## config.mk

```make
export PLATFORM = sky130hd
export DESIGN_NAME = en_reg_file
export DESIGN_NICKNAME = d
export VERILOG_FILES = /design/src/rtl/mem_pkg.sv /design/src/rtl/en_register.sv /design/src/rtl/en_reg_file.sv
export SDC_FILE = /design/constraint.sdc
export NUM_CORES = 1
export LEC_CHECK = 0
export BUFFER_PORTS_ARGS = -buffer_cell sky130_fd_sc_hd__buf_2
export CORE_UTILIZATION = 60
export DETAILED_ROUTE_END_ITERATION = 8
export PLACE_DENSITY = 0.79
export SLEW_MARGIN = 10
export SYNTH_ARGS = -nofsm -noshare
export SYNTH_HDL_FRONTEND = slang
export SYNTH_SLANG_ARGS = --single-unit
```

## constraint.sdc

```tcl
create_clock -name clk -period 1.95 [get_ports clk]
set_clock_uncertainty 0.1 [all_clocks]
set_input_delay 0.0975 -clock clk [delete_from_list [all_inputs] [get_ports clk]]
set_output_delay 0.0975 -clock clk [all_outputs]
set_load 0.05 [all_outputs]
```

## src/rtl/mem_pkg.sv

```systemverilog
// Shared definitions for the memory-subsystem register file: default sizing,
// address-width helper and the bit-masked merge used by storage and bypass.
package mem_pkg;

  localparam int DEFAULT_WIDTH = 8;
  localparam int DEFAULT_DEPTH = 8;

  // Widest word the merge helper handles; callers size-cast in and out.
  localparam int MERGE_W = 64;

  // Address bits needed to index n words (at least one bit).
  function automatic int clog2(input int n);
    int r;
    r = 0;
    for (int v = n - 1; v > 0; v = v >> 1) begin
      r = r + 1;
    end
    return (r < 1) ? 1 : r;
  endfunction

  // Masked bits come from new_w, the rest keep old_w.
  function automatic logic [MERGE_W-1:0] merge(
    input logic [MERGE_W-1:0] old_w,
    input logic [MERGE_W-1:0] new_w,
    input logic [MERGE_W-1:0] mask
  );
    return (old_w & ~mask) | (new_w & mask);
  endfunction

endpackage

```

## src/rtl/en_register.sv

```systemverilog
// One storage word: per-bit masked load when en_i is high, sync active-low reset to RESET_VAL.
// Latency 1 (new value on q_o after the edge); no backpressure, always accepts.
module en_register
  import mem_pkg::*;
#(
  parameter int               WIDTH     = DEFAULT_WIDTH,
  parameter logic [WIDTH-1:0] RESET_VAL = '0
) (
  input  logic             clk,
  input  logic             rst_n,
  input  logic             en_i,
  input  logic [WIDTH-1:0] mask_i,
  input  logic [WIDTH-1:0] d_i,
  output logic [WIDTH-1:0] q_o
);

  logic [WIDTH-1:0] q_q;
  logic [WIDTH-1:0] q_d;

  always_comb begin
    q_d = q_q;
    if (en_i) begin
      q_d = WIDTH'(merge(MERGE_W'(q_q), MERGE_W'(d_i), MERGE_W'(mask_i)));
    end
  end

  always_ff @(posedge clk) begin
    if (!rst_n) begin
      q_q <= RESET_VAL;
    end else begin
      q_q <= q_d;
    end
  end

  assign q_o = q_q;

endmodule

```

## src/rtl/en_reg_file.sv

```systemverilog
// DEPTH x WIDTH register file, one masked write port, two registered read ports (latency 1).
// No backpressure: every cycle accepts a write and both reads; bad write address flags wr_err.
module en_reg_file
  import mem_pkg::*;
#(
  parameter int               WIDTH     = DEFAULT_WIDTH,
  parameter int               DEPTH     = DEFAULT_DEPTH,
  parameter int               AW        = clog2(DEPTH),
  parameter bit               BYPASS    = 1'b1,
  parameter logic [WIDTH-1:0] RESET_VAL = '0
) (
  input  logic             clk,
  input  logic             rst_n,
  input  logic             we,
  input  logic [AW-1:0]    waddr,
  input  logic [WIDTH-1:0] wdata,
  input  logic [WIDTH-1:0] wmask,
  input  logic             re_a,
  input  logic [AW-1:0]    raddr_a,
  output logic [WIDTH-1:0] rdata_a,
  input  logic             re_b,
  input  logic [AW-1:0]    raddr_b,
  output logic [WIDTH-1:0] rdata_b,
  output logic             wr_err
);

  localparam logic [31:0] DEPTH_U = DEPTH;

  logic [WIDTH-1:0] words [DEPTH];
  logic [DEPTH-1:0] word_en;

  logic             waddr_ok;
  logic             wr_ok;
  logic [WIDTH-1:0] rd_a;
  logic [WIDTH-1:0] rd_b;
  logic [WIDTH-1:0] rdata_a_q, rdata_a_d;
  logic [WIDTH-1:0] rdata_b_q, rdata_b_d;
  logic             wr_err_q, wr_err_d;

  assign waddr_ok = 32'(waddr) < DEPTH_U;
  assign wr_ok    = we && waddr_ok;

  for (genvar i = 0; i < DEPTH; i++) begin : g_word
    assign word_en[i] = we && (waddr == AW'(i));

    en_register #(
      .WIDTH     (WIDTH),
      .RESET_VAL (RESET_VAL)
    ) u_word (
      .clk    (clk),
      .rst_n  (rst_n),
      .en_i   (word_en[i]),
      .mask_i (wmask),
      .d_i    (wdata),
      .q_o    (words[i])
    );
  end

  // Read muxes; addresses past DEPTH match no word and read as zero.
  always_comb begin
    rd_a = '0;
    rd_b = '0;
    for (int i = 0; i < DEPTH; i++) begin
      if (raddr_a == AW'(i)) rd_a = words[i];
      if (raddr_b == AW'(i)) rd_b = words[i];
    end
  end

  // Same-edge write to the word being read: forward the merged word when bypassing.
  always_comb begin
    rdata_a_d = rdata_a_q;
    rdata_b_d = rdata_b_q;
    if (re_a) begin
      rdata_a_d = rd_a;
      if (BYPASS && wr_ok && (raddr_a == waddr)) begin
        rdata_a_d = WIDTH'(merge(MERGE_W'(rd_a), MERGE_W'(wdata), MERGE_W'(wmask)));
      end
    end
    if (re_b) begin
      rdata_b_d = rd_b;
      if (BYPASS && wr_ok && (raddr_b == waddr)) begin
        rdata_b_d = WIDTH'(merge(MERGE_W'(rd_b), MERGE_W'(wdata), MERGE_W'(wmask)));
      end
    end
    wr_err_d = we && !waddr_ok;
  end

  always_ff @(posedge clk) begin
    if (!rst_n) begin
      rdata_a_q <= '0;
      rdata_b_q <= '0;
      wr_err_q  <= 1'b0;
    end else begin
      rdata_a_q <= rdata_a_d;
      rdata_b_q <= rdata_b_d;
      wr_err_q  <= wr_err_d;
    end
  end

  assign rdata_a = rdata_a_q;
  assign rdata_b = rdata_b_q;
  assign wr_err  = wr_err_q;

endmodule
```

==> results by group <==
Timing
  • Fin. Hold Viols: 0
  • Tmin final: 1.435 ns
  • Setup TNS: 0 ns
  • Fmax achieved: 696.9 MHz
  • Worst-Margin Slew: 0.6488 ns
  • Fin. max-slew vios: 0
  • RSZ-0062 raised after global routing: no
  • Endpoints failing setup: 0
  • Tcrit/Tclk final: 0.7358
  • Final hold slack: 0.003862 ns
  • Setup ws final: 0.5151 ns
  • Max transition margin: 0.5674

Worst setup path
  • WS Path Type: reg2reg
  • Most frequent CP cell: o221ai_1
  • R2R depth: 4
  • Crit path DAT: 1.60 ns
  • Req. time, crit path: 2.11 ns
  • Crit-path max FO: 3
  • Slowest Stage Delay on Critical Path: 0.33 ns
  • Crit start category: flip-flop
  • CP endpoint kind: flip-flop
  • CP Cell Sequence: mux2_2 > o221ai_1 > o221ai_1 > a22o_1
  • Critical-path top delay cell: dfxtp_1

Global routing
  • Vias in the first global route: 4476
  • Antenna violations before repair: 0
  • Overall fraction of global-route tracks in use: 0.3429
  • Pin count of the biggest net entering global routing: 40
  • First-pass GRT wire length: 22.56 mm
  • Total grt overflow: 0

Placement
  • DP Area: 5029 sq um
  • Hpwl dp: 9.050 mm
  • Placed Instances: 703
  • Port Buf Inserts: 45
  • DP Worst Slack: 0.2183 ns
  • RePlAce Congestion: 0.8384

Synthesis
  • Area contributors post-synth: dfxtp_1, nand2_1, a21boi_0
  • Leading area contributor after synthesis: dfxtp_1
  • Flop and latch count out of synthesis: 80
  • Number of flops mapped to enable cells by yosys: 0
  • Syn_nets: 643
  • Register area share after synthesis: 0.3320
  • Share of the synthesized area in the top cell type: 0.3320
  • Synth Warn #: 0
  • Synth Flop Type: dfxtp_1
  • Post-Syn Area: 4823 sq um
  • Syn Area/Cell: 7.868 sq um
  • Yosys cell types: 29
  • Cells after Synth: 613
  • Asr flop ratio synth: 0

Power
  • PD cells: 701.5 nW/um^2
  • Leak Pwr: 1.852 nW
  • Total power: 3.735 mW
  • Peak supply drop: 0.3995 mV

Cells and area
  • Final core occ: 0.6854
  • Most frequent cells in the layout: nand2_1, dfxtp_1, nand3_1
  • Nets@finish: 648
  • Layout cells sized above 1: 0.1669
  • Commonest non-fill, non-tap cell in the layout: nand2_1
  • Final instance area: 5324 sq um
  • Filler Cells Inserted: 647
  • Area Overhead vs Synth: 10.38%
  • Layout Cells excl Fill: 725
  • Number of inserted diodes: 0

Detailed routing
  • Initial drt markers: 451
  • Routed wire length: 13.70 mm
  • Drt via density: 6.557
  • Wirelength per Cell: 18.90 um
  • Routed via count: 4754
  • # DRC: 0
  • Drt pass-1 iters: 5
  • Routed Antenna Nets: 0

Die
  • Die ar.: 8402 sq um
  • Total I/O pin count: 47
  • Die X: 91.66 um
  • Initial Util: 0.6210
  • Die H: 91.66 um
  • Core Region: 7767 sq um
  • Row count: 32

Clock tree
  • Clock root cell: clkbuf_8
  • TritonCTS clock tree: yes
  • Post-CTS Setup Inserts: 0
  • Max clock buf depth: 2
  • CTS buffer count: 9
  • Clk_lat worst skew: 0.37 ns
  • H-tree depth: 3
  • Clk sinks: 80
  • Clock-pin slew on the worst setup and hold paths: 0.08 ns
  • Resized cells post-CTS: 0

Worst hold path
  • Launch point of the worst hold path: wdata[5]
  • Hold Crit Class: in2reg
  • Cells on Worst Hold Path: 3

Flow run
  • Max_cap viols: 0

Outcome
  • Status: complete, no violations
==> cell usage after synthesis, types with 3 or more instances <==
cell type	count
a21boi_0	61
dfxtp_1	80
xor2_1	6
nand3_1	66
nand2_1	138
and4b_1	3
buf_2	15
buf_1	6
a21boi_1	3
inv_1	16
a22o_1	14
a21oi_1	18
nor4bb_1	3
mux2i_1	34
o221ai_1	44
mux2_2	16
buf_4	3
o22ai_1	16
nand2b_1	7
clkbuf_1	49
==> worst max-delay path, delay by kind of cell (launching register included) <==
| family | cells | cell delay (ns) |
|---|---|---|
| AOI/OAI and AO/OA | 3 | 0.64 |
| DFF | 1 | 0.33 |
| muxes | 1 | 0.26 |
==> metal layers <==
| metal | GRT usage | share of wire | wire length (um) | vias to the layer above |
|---|---|---|---|---|
| li1 | - | - | - | 2203 |
| met1 | 0.4519 | 0.43 | 5902 | 2249 |
| met2 | 0.5345 | 0.44 | 6030 | 263 |
| met3 | 0.07794 | 0.096 | 1322 | 39 |
| met4 | 0.1534 | 0.032 | 445 | 0 |
| met5 | 0 | 0 | 0 | - |
==> final cells by class <==
cell class	count	area (sq um)	share of cell area
clock inverters	6	107.6	0.02021
well taps	102	127.6	0.02397
inverters	16	60.06	0.01128
flip-flops and latches	80	1602	0.3008
multi-input cells	442	2854	0.5361
clock buffers	10	127.6	0.02397
repair buffers	69	445.4	0.08367
==> path summary, 6_finish.rpt <==
path                 to  slack (ns)
max          rdata_b[0]        0.52
min           flip-flop       0.004
min reg2reg   flip-flop        0.38
max reg2reg  rdata_b[0]        0.52
==> kinds of logic after synthesis <==
family          synth area share
simple gates              0.2161
compound gates            0.2521
buf+inv                  0.08016
flops                     0.3320
mux                       0.1079
xor+xnor                 0.01089
other cells            0.0007775
==> timing repair <==
item | in CTS | in global routing
endpoints found under the setup margin | 0 | 0
hold buffers | 6 | 0
endpoints found under the hold margin | 30 | 0
==> power by group <==
part,internal (mW),switching [mW]
clock network,0.847,0.634
registers,1.66,0.0246
logic,0.193,0.373
Note: power is estimated with default switching activity, not from simulation.
